--- config.mk ---
export PLATFORM = sky130hd
export DESIGN_NAME = kpn_queue_write_arbiter
export DESIGN_NICKNAME = d
export VERILOG_FILES = /design/src/rtl/kpn_queue_write_arbiter.sv
export SDC_FILE = /design/constraint.sdc
export NUM_CORES = 1
export LEC_CHECK = 0
export BUFFER_PORTS_ARGS = -buffer_cell sky130_fd_sc_hd__buf_2
export CORE_MARGIN = 2
export CORE_UTILIZATION = 33
export CTS_CLUSTER_SIZE = 24
export DETAILED_ROUTE_END_ITERATION = 8
export GPL_TIMING_DRIVEN = 0
export MAX_ROUTING_LAYER = met4
export PLACE_DENSITY_LB_ADDON = 0.1
export SETUP_SLACK_MARGIN = 0.3
export SYNTH_ARGS = -nofsm -noshare
export SYNTH_HDL_FRONTEND = slang
export SYNTH_SLANG_ARGS = --single-unit
--- constraint.sdc ---
create_clock -name clk -period 1.5 [get_ports clk]
set_clock_uncertainty 0.15 [all_clocks]
set_input_delay 0.15 -clock clk [delete_from_list [all_inputs] [get_ports clk]]
set_output_delay 0.15 -clock clk [all_outputs]
set_load 0.05 [all_outputs]
--- src/rtl/kpn_queue_write_arbiter.sv ---
// Round-robin write arbiter sharing one KPN channel queue write port among
// NUM_REQ producers; grants last up to BURST_LEN words and honour queue full.
module kpn_queue_write_arbiter #(
  parameter int BITS_NUMBER = 16,
  parameter int NUM_REQ     = 4,
  parameter int BURST_LEN   = 4
) (
  input  logic                           clk,
  input  logic                           reset,
  input  logic [NUM_REQ-1:0]             req,
  input  logic [NUM_REQ*BITS_NUMBER-1:0] data_in,
  input  logic                           full,
  output logic [NUM_REQ-1:0]             grant,
  output logic                           wr,
  output logic [BITS_NUMBER-1:0]         output_1,
  output logic                           busy
);

  typedef enum logic [1:0] {IDLE, GRANT, RELEASE} state_t;

  localparam int         PW   = (NUM_REQ > 1) ? $clog2(NUM_REQ) : 1;
  localparam logic [3:0] LAST = 4'(BURST_LEN - 1);

  state_t             r_state, w_state_nx;
  logic [NUM_REQ-1:0] r_grant, w_grant_nx;
  logic [PW-1:0]      r_ptr, w_ptr_nx;
  logic [3:0]         r_bcnt, w_bcnt_nx;
  logic [PW-1:0]      w_winner;
  logic               w_owner_req;
  logic               w_xfer;

  function automatic logic [PW-1:0] rr_idx(input logic [PW-1:0] p, input int off);
    return PW'((int'(p) + off) % NUM_REQ);
  endfunction

  // Scan from the farthest candidate down so the nearest one after ptr wins.
  always_comb begin
    w_winner = r_ptr;
    for (int i = NUM_REQ; i >= 1; i--) begin
      if (req[rr_idx(r_ptr, i)]) w_winner = rr_idx(r_ptr, i);
    end
  end

  assign w_owner_req = |(r_grant & req);
  assign w_xfer      = w_owner_req & ~full;

  // NOTE: every always_comb target gets a default first so no path leaves it
  // unassigned, which would otherwise infer a latch.
  always_comb begin
    w_state_nx = r_state;
    w_grant_nx = r_grant;
    w_ptr_nx   = r_ptr;
    w_bcnt_nx  = r_bcnt;
    case (r_state)
      IDLE: begin
        w_grant_nx = '0;
        if (|req) begin
          w_grant_nx[w_winner] = 1'b1;
          w_ptr_nx             = w_winner;
          w_bcnt_nx            = 4'd0;
          w_state_nx           = GRANT;
        end
      end
      GRANT: begin
        if (!w_owner_req) begin
          w_grant_nx = '0;
          w_state_nx = RELEASE;
        end else if (w_xfer) begin
          w_bcnt_nx = r_bcnt + 4'd1;
          if (r_bcnt == LAST) begin
            w_grant_nx = '0;
            w_state_nx = RELEASE;
          end
        end
      end
      RELEASE: begin
        w_grant_nx = '0;
        w_state_nx = IDLE;
      end
      default: begin
        w_grant_nx = '0;
        w_state_nx = IDLE;
      end
    endcase
  end

  // NOTE: sequential state uses non-blocking assignments so every register
  // samples pre-edge values regardless of statement order.
  always_ff @(posedge clk or posedge reset) begin
    if (reset) begin
      r_state <= IDLE;
      r_grant <= '0;
      r_ptr   <= PW'(NUM_REQ - 1);
      r_bcnt  <= 4'd0;
    end else begin
      r_state <= w_state_nx;
      r_grant <= w_grant_nx;
      r_ptr   <= w_ptr_nx;
      r_bcnt  <= w_bcnt_nx;
    end
  end

  // One-hot grant makes an OR of masked slices a plain mux; zero when idle.
  always_comb begin
    output_1 = '0;
    for (int k = 0; k < NUM_REQ; k++) begin
      if (r_grant[k]) output_1 = output_1 | data_in[k*BITS_NUMBER +: BITS_NUMBER];
    end
  end

  assign grant = r_grant;
  assign wr    = w_owner_req & ~full;
  assign busy  = (r_state == GRANT);

endmodule
After elaboration in Yosys (flattened, before gate mapping):

Index checks and enable logic that the tools add are counted.

* bits in registers: 12
* latch bits: 0
* memory bits (writable): 0
* bits in read-only memories: 0
* input port bits: 71
* output and inout bits: 22
* logic and storage cells: 69
* memories kept: 0

* add/subtract/negate cells: 5
* multipliers: 0
* divide/modulo/power cells: 0
* magnitude comparators: 6
* equal/unequal tests: 7
* shift operators: 0
* muxes and demuxes: 32
* bitwise logic cells: 6
* reduce and logical (&&, ||, !) cells: 9

Operator list (number)
* 2-to-1 mux 16 bit: 4
* OR 16 bit: 3
* 2-to-1 mux 4 bit: 7
* 2-to-1 mux 2 bit: 8
* one-hot mux 4 bit (2 select lines): 2
* less-than comparator 2 x 3 -> 1 bit, second input constant: 5
* binary-select mux 1 bit (select 2 bit): 4
* OR reduction 4 bit: 2
* 2-to-1 mux 1 bit: 5
* adder 2 x 1 -> 2 bit, second input constant: 2
* adder 2 bit, second input constant: 2
* adder 4 x 1 -> 4 bit, second input constant: 1
* bitwise AND 4 bit: 1
* == test 4 x 2 -> 1 bit, second input constant: 1
* inequality test 2 bit, second input constant: 2
* one-hot mux 2 bit (2 select lines): 1
* AND reduction 2 bit: 2
* AND reduction 4 bit: 1
* inequality test 3 x 2 -> 1 bit, second input constant: 1
* inequality test 3 bit, second input constant: 1
* AND reduction 3 bit: 1
* demux 1 bit (select 2 bit): 1
* == test 2 x 1 -> 1 bit, second input constant: 1
* greater-or-equal comparator 2 x 1 -> 1 bit, second input constant: 1
* 6 further kinds: 6

Longest topological paths before layout:

Gate-level depths: netlist (run 1).

* depth after elaboration: 13
* depth in mapped cells: 5
* mapped depth without buffers: 4

Worst setup path before layout (run 1):

OpenSTA, ideal clock, no wires.

* kind: reg2out
* start point: reg r_grant[1], in the netlist grant[1]
* end point: out wr
* arrival time: 1.711 ns
* data required time: 1.200 ns
* slack: -0.511 ns
* cell stages (with the launch flop): 4
* path buffers: 1
* path through: dfrtp_1 buf_4 a22oi_1 a21oi_1

* word-level cells in the longest chain between the ends: 3

Ends and longest elaborated chain
* from (decl): line 25 `logic [NUM_REQ-1:0] r_grant, w_grant_nx;`
* from (signal assigned): line 97 `r_grant <= w_grant_nx;`
* bitwise AND 4 bit: line 44 `assign w_owner_req = |(r_grant & req);`
* OR reduction 4 bit: line 44
* bitwise AND 1 bit: line 112 `assign wr = w_owner_req & ~full;`
* to (decl): line 14 `output logic wr,`

Every way passes these cells.

Final worst setup path (run 1):

* start point: reg r_grant[1], in the netlist grant[1]
* end point: out output_1[13]

* word-level cells in the longest chain between the ends: 5

Ends and longest elaborated chain
* 2-to-1 mux 16 bit (*): line 107 `if (r_grant[k]) output_1 = output_1 | data_in[k*BITS_NUMBER +: BITS_NUMBER];`
* OR 16 bit: line 107
* 2-to-1 mux 16 bit (*): line 107
* OR 16 bit: line 107
* 2-to-1 mux 16 bit (*): line 107
* to (decl): line 15 `output logic [BITS_NUMBER-1:0] output_1,`

Mark *: on every way between the ends. The rest lies on a longest branch, timed or not.

==> results, run 1 <==
- The overall track demand over capacity in global routing is 0.280.
- The data required time at the worst endpoint is 1200 ps.
- By count the netlist is led by sky130_fd_sc_hd__a22oi_1 (33), sky130_fd_sc_hd__nand2_1 (20), sky130_fd_sc_hd__dfrtp_1 (10).
- In this run the remaining antenna-violating nets after routing total 0.
- The congestion estimate from routability-driven global placement came to 0.849.
- After detailed routing, the number of remaining DRC violations is 0.
- The initial utilization of the core area, before any placement, comes to 0.350.
- The max-cap check violation count is 0.
- The worst setup path is launched from a register.
- The routed length per placed instance is 20.5 um.
- The via count of the first global-routing pass was between 1500 and 2000.
- The total negative slack is -6100 ps.
- The die is between 50 and 60 um tall.
- The initial antenna violation count is 0.
- The switching part of the total power is 0.510.
- For this run, the number of Yosys warnings is 0.
- In the final design database the tool counted between 300 and 400 nets.
- The average instance area after synthesis is between 8 and 9 um^2.
- The share of total power dissipated in combinational logic is 0.865.
- Including well taps, the total number of placed cells is 241.
- Headroom to the max-slew limit came out at 0.582.
- The total setup violations reported at the end of the flow is 27.
- Once routing completed, OpenROAD measured the worst setup slack at -264 ps.
- The share of synthesized area in the top cell type comes to 0.257.
- The reported net switching power is around 3200 uW.
- The area occupied by multi-input gates is approximately 910 um^2.
- The per-cell via count in the routed design is 5.84.
- The wire length after detailed routing is around 5500 um.
- The die is 58.3 um wide.
- The number of enable flip-flop cells after synthesis is 0.
- For this design the static power due to leakage is ~0.0011 uW.
- The latest clock arrival within the worst-skew pair is ~290 ps.
- The worst-case hold slack is around 43 ps.
- The detailed router placed approximately 1600 vias in this run.
- The largest net degree at the start of global routing is 13.
- The sequential cells in the finished layout cover a total of 308 um^2.
- The hold violation total from the final report is 0.
- The final cell count without fillers is between 200 and 300.
- The number of sinks handled by clock tree synthesis is 12.
- By instance count, the leading cell after synthesis is sky130_fd_sc_hd__a22oi_1.
- slightly above 90 I/O pins were placed.
- The setup path with the least slack is of type reg2out.
- The total core area is approximately 2800 um^2.
- Of all nets on the critical path, the largest fanout is 6.
- Setup repair after global routing could not meet its margin everywhere.
- The synthesized instance count is about 120.
- Counting every net in the synthesized netlist gives 190.
- Of the cells placed in the final design, the portion with a size suffix greater than 1 is 0.816.
- The post-route fraction of the period consumed by the critical path is 1.18.
- The number of instances on the worst hold path is 3.
- The flow ran to the end, but the final reports show violations.
- The data arrival at the endpoint of the critical path is roughly 1500 ps.
- For this run, the register share of the synthesized area comes to 0.311.
- VDD sags by at most around 3 mV.
- The biggest area contributor in the post-synthesis netlist is sky130_fd_sc_hd__dfrtp_1.
- The worst register-to-register path has a depth of 6.
- The final count of pins violating max slew is 0.
- The first global-routing pass estimated roughly 7000 um of wire.
- The checks that failed: setup timing.
- From synthesis to final layout, the design area changed by 144%.
- Counting flops with an async set or reset pin after synthesis yields a share of 1.00.
- The detailed router finished its first iteration with 139 violations.
- The cell sitting at the root of the clock tree is a sky130_fd_sc_hd__clkbuf_4.
- The longest clock path from root to sink contains 2 buffers.
- The cell row count is 19.
- Based on the critical path, the design can be clocked at up to roughly 570 MHz.
- The actual transition at the worst max-transition pin is between 600 and 700 ps.
- For this design the ratio of total power to cell area is around 2600 nW/um^2.
- Ranked by total cell area, the synthesized netlist is headed by sky130_fd_sc_hd__dfrtp_1 (26%), sky130_fd_sc_hd__a22oi_1 (25%), sky130_fd_sc_hd__nand2_1 (7.7%), sky130_fd_sc_hd__dfstp_2 (5.4%), sky130_fd_sc_hd__nand2b_1 (3.2%).
- Fill cells in the final layout number 130.
- The distinct cell type count after synthesis is 29.
- The total power after layout is 6190 uW.
- For this run the aggregate overflow at the end of global routing stands at 0.
- The die covers roughly 3400 um^2.
- The clock slew at the register clock pins of the worst setup and hold paths is ~80 ps.
- The internal power contribution is between 3000 and 4000 uW.
- Buffers inserted during clock tree synthesis total 3.
- The number of flip-flops and latches in the synthesized netlist is 12.
- The number of search-and-repair iterations in the first detailed-routing pass is 4.
- The maximum level of the CTS H-tree is 1.
- The total standard cell area after synthesis is 975 um^2.
- The antenna cell count is 0.
- The share of total power dissipated in the clock network is 0.036.
- STA classifies the critical path endpoint as a primary output.
- The class of the tightest hold or removal check is in2reg.
- The wire-length estimate of the detail-placed layout is 2910 um.
- The sequential share of power is 0.100.
- The most used flip-flop cell after synthesis is sky130_fd_sc_hd__dfrtp_1.
- The TritonCTS clock tree is yes.
- Port buffering added 92 buffers.
- Subtracting the final worst setup slack from the clock period gives 1760 ps.
## power groups by stage
stage	clock [uW]	combinational, uW	sequential, uW
global route	230	5530	632
floorplan	0	2490	719
CTS	221	4760	593
detailed placement	0	3360	578
finish	222	5350	616
global placement	0	3300	568
## through the flow
stage / utilization / worst slack [ps] / area (um^2)
final: 0.854 / -264 / 2380
after global routing: 0.854 / -329 / 2380
after global placement: 0.584 / -149 / 1630
after detailed placement: 0.584 / -184 / 1630
after floorplan: - / -210 / 1130
after CTS: 0.785 / -207 / 2180
## routing by layer
metal / wire [um] / track usage
met1: 1950 / 0.302
met2: 3000 / 0.507
met3: 455 / 0.0484
met4: 119 / 0.106
met5: 0 / -
## cells in the final DEF (no fill, tap or decap), drive strengths merged, types with 2 or more instances in the layout
cell type and instances:
dfrtp 10, a22oi 34, a22o 2, nand2 20, inv 5, clkbuf 11
dfstp 2, a32o 2, nand2b 5, or3 2, mux2i 3, buf 118
o21ai 4, a21o 2, a21oi 3, nor2 4
## layout make-up
type | instances | share of cell area
Timing Repair Buffer | 117 | 0.382
Multi-Input combinational cell | 92 | 0.381
Sequential cell | 12 | 0.130
Buffer | 9 | 0.0716
Tap cell | 31 | 0.0163
Clock buffer | 4 | 0.0111
Inverter | 5 | 0.00790
## cells by family (layout without fill, tap and decap cells)
family                   Yosys count  count (layout)  synth area share
flip-flops                        12              12             0.311
buffers and inverters             14             135            0.0732
AO/OA/AOI/OAI                     53              53             0.408
adder cells (fa/ha/maj)            1               1            0.0128
multiplexers                       3               3            0.0308
AND/OR/NAND/NOR                   35              35             0.164
## state kept, by name, indices dropped and copies added, names as in the netlist
name / cells
grant: 4
r_bcnt: 4
r_ptr: 2
r_state: 2
## critical path, stage by stage (launching register included)
cell and delay (ps):
sky130_fd_sc_hd__dfrtp_2 470, sky130_fd_sc_hd__buf_8 170, sky130_fd_sc_hd__clkbuf_16 160, sky130_fd_sc_hd__a22oi_2 170, sky130_fd_sc_hd__nand2_4 70, sky130_fd_sc_hd__buf_8 150
## repair_timing
| action | CTS | global route |
|---|---|---|
| hold buffers | 1 | 0 |
| endpoints found under the hold margin | 10 | 0 |
| setup buffers | 10 | 9 |
| cloned | 3 | 2 |
| pin swaps | 18 | 35 |
| gates resized for setup | 91 | 30 |
| endpoints found under the setup margin | 34 | 34 |
## path summary, 6_finish.rpt
path                       slack [ps]      endpoint       from
max                              -260  output_1[13]   grant[1]
min                                40     r_bcnt[1]       full
max reg2reg                      -260      grant[3]   grant[3]
min reg2reg                       370     r_bcnt[2]  r_bcnt[2]
max in group asynchronous         570      grant[2]      reset
min in group asynchronous         260     r_bcnt[2]      reset
Note: power is estimated with default switching activity, not from simulation.
==> run 2, diff against run 1 <==
- PLACE_DENSITY_LB_ADDON: 0.1 -> 0.15
==> results, run 2 (same netlist as run 1, synthesis figures left out) <==
- The run finished, with violations left.
- The final reports fail on setup timing.
- The cell row count is 19.
- The routed length per placed instance is 19.5 um.
- The endpoint identified for the worst register-to-register timing path is r_bcnt[2].
- Once detailed placement completed, the half-perimeter wirelength came to 2870 um.
- Counting stages on the worst path, the most repeated cell is sky130_fd_sc_hd__buf_6.
- The final count of pins violating max slew came to 0.
- In this run the worst path has a maximum fanout of 6.
- The final RePlAce weighted congestion is 0.759.
- For this design, the slowest cell found on the critical path is sky130_fd_sc_hd__dfrtp_2.
- Headroom to the max-slew limit came out at 0.663.
- 93 I/O pins were placed.
- The first detailed-routing pass ran for 4 iterations.
- The via count of the first global-routing pass is between 1500 and 2000.
- The total clock buffers created by CTS is 3.
- The length in cells of the worst reg-to-reg path is 5.
- Compared with the post-synthesis result, the final layout area differs by 139%.
- The initial utilization of the core area, before any placement, comes to 0.350.
- The number of buffers inserted by port buffering is 92.
- The class of the tightest hold or removal check is in2reg.
- The library cells used most frequently in the layout, excluding fill and tap cells, are sky130_fd_sc_hd__buf_2 (72), sky130_fd_sc_hd__a22oi_2 (30), sky130_fd_sc_hd__buf_6 (20).
- The post-route cell area is roughly 2300 um^2.
- Summing over every cut layer, the via total after detailed routing is around 1500.
- For this run, global-route usage on met1 was measured as 0.308.
- The per-cell via count in the routed design is approximately 5.7.
- The max-cap check violation count is 0.
- For this block, the routed nets add up to between 5000 and 6000 um of wire.
- Measured along the y axis, the die boundary spans between 50 and 60 um.
- The worst setup path is captured at a primary output.
- The latest clock arrival within the worst-skew pair is about 270 ps.
- Summing all placed instances gives a cell area of 1630 um^2.
- The peak clock frequency supported by timing is approximately 570 MHz.
- The total negative slack is -4410 ps.
- The overall track demand over capacity in global routing is 0.281.
- The critical path launch point is grant[2].
- On the critical path the largest part of the delay comes from buffers and inverters.
- The launch point of the worst reg-to-reg path is grant[1].
- The tree is rooted in a sky130_fd_sc_hd__clkbuf_4.
- In the global route stage, met2 resource usage came out at 0.535.
- The maximum level of the CTS H-tree is 1.
- STA puts the critical path data arrival time at about 1500 ps.
- The design draws about 6000 uW.
- The sequential cells in the finished layout cover a total of just over 300 um^2.
- The startpoint type of the worst setup path is a register.
- In this run the standard cell core region covers about 2800 um^2.
- The peak per-stage delay on the critical path is ~440 ps.
- For this design the static power due to leakage is around 0.0011 uW.
- The initial antenna violation count is 0.
- The library cell used most frequently in the layout, excluding fill and tap cells, is sky130_fd_sc_hd__buf_2.
- The number of filler instances in the final layout is 150.
- The type of the setup path with the least slack is reg2out.
- The maximum VDD drop is roughly 2.5 mV.
- The number of antenna diodes in the final layout is 0.
- The die outline width is slightly below 60 um.
- For this run, the share of the core covered by cells in the final layout is 0.837.
- The total number of cells along the worst setup path is 5.
- The worst-case clock buffer depth is 2.
- The actual transition at the worst max-transition pin is 501 ps.
- For the finished layout, the period the worst path requires is 1750 ps.
- Setup repair after global routing could not meet its margin everywhere.
- For met3 alone, demand over resource in global routing was 0.0440.
- The data required time at the worst endpoint is 1200 ps.
- Traced cell by cell, the critical path runs through buf_6 > buf_4 > a22oi_2 > nand2_2 > buf_6.
- The die footprint is 3400 um^2.
- TritonCTS built the clock tree.
- The aggregate global routing overflow is 0.
- The number of sinks handled by clock tree synthesis is 12.
- The first-pass GRT wire length is 7140 um.
- The minimum setup slack among reg-to-reg paths is -170 ps.
- The post-route fraction of the period consumed by the critical path is 1.16.
- The area occupied by multi-input gates is slightly above 900 um^2.
- The total setup violations reported at the end of the flow is 27.
- met2 is the most crowded layer.
- In the final layout, the share of cells above drive strength 1 is 0.837.
- Across all setup checks in the final design, the least slack found is -246 ps.
- The post-layout net count is ~310.
- The power density over the cells is 2570 nW/um^2.
- The largest net degree at the start of global routing is 13.
- After the first detailed-routing iteration, the DRC count stood at 94.
- The total buffers and inverters traversed by the critical path is 3.
- The critical path capture point is output_1[15].
- Once detail routing completed, the nets flagged for antenna violations numbered 0.
- The hold violation total from the final report was 0.
- After detailed routing, the number of remaining DRC violations is 0.
- The clock slew at the register clock pins of the worst setup and hold paths is 80 ps.
-- run 2: final cells by class --
| type | instances | share of cell area |
|---|---|---|
| Multi-Input combinational cell | 92 | 0.400 |
| Timing Repair Buffer | 111 | 0.355 |
| Buffer | 9 | 0.0720 |
| Tap cell | 31 | 0.0167 |
| Inverter | 5 | 0.00806 |
| Sequential cell | 12 | 0.132 |
| Clock buffer | 4 | 0.0156 |
-- run 2: where the power goes --
part	total (uW)	internal [uW]	switching (uW)
logic	5110	2280	2830
clock network	264	147	116
registers	611	468	143
-- run 2: what timing repair did --
| action | 4_1_cts | 5_1_grt |
|---|---|---|
| cloned | 5 | 1 |
| setup buffers | 10 | 2 |
| endpoints found under the hold margin | 10 | 0 |
| pin swaps | 19 | 9 |
| hold buffers | 1 | 0 |
| endpoints found under the setup margin | 34 | 34 |
| resized for setup | 98 | 15 |
-- run 2: tightest hold or removal path, delay by kind of cell --
| family | cells | cell delay, ps |
|---|---|---|
| buffers and inverters | 1 | 150 |
| multiplexers | 1 | 100 |
| AND/OR/NAND/NOR | 1 | 50 |
-- run 2: worst min path at each step --
stage | start | to | depth (start not counted)
after global placement | reset | r_state[1] | 2
after CTS | full | r_bcnt[1] | 3
after floorplan | reset | r_bcnt[0] | 1
after detailed placement | reset | r_state[0] | 2
final | full | r_bcnt[1] | 3
after global routing | full | r_bcnt[1] | 3
-- run 2: through the flow --
stage / hold slack [ps] / instances / setup slack (ps)
final: 73.3 / 264 / -246
after global routing: 89.2 / 264 / -273
after CTS: 62.6 / 261 / -218
after detailed placement: 25.0 / 241 / -207
after global placement: 22.5 / 241 / -161
after floorplan: -137 / 118 / -210
-- run 2: metal layers --
metal | part of all wire | up-vias | wire length (um)
li1 | - | 688 | -
met1 | 0.37 | 734 | 1890
met2 | 0.55 | 71 | 2850
met3 | 0.062 | 10 | 319
met4 | 0.017 | 0 | 87
met5 | 0 | - | 0
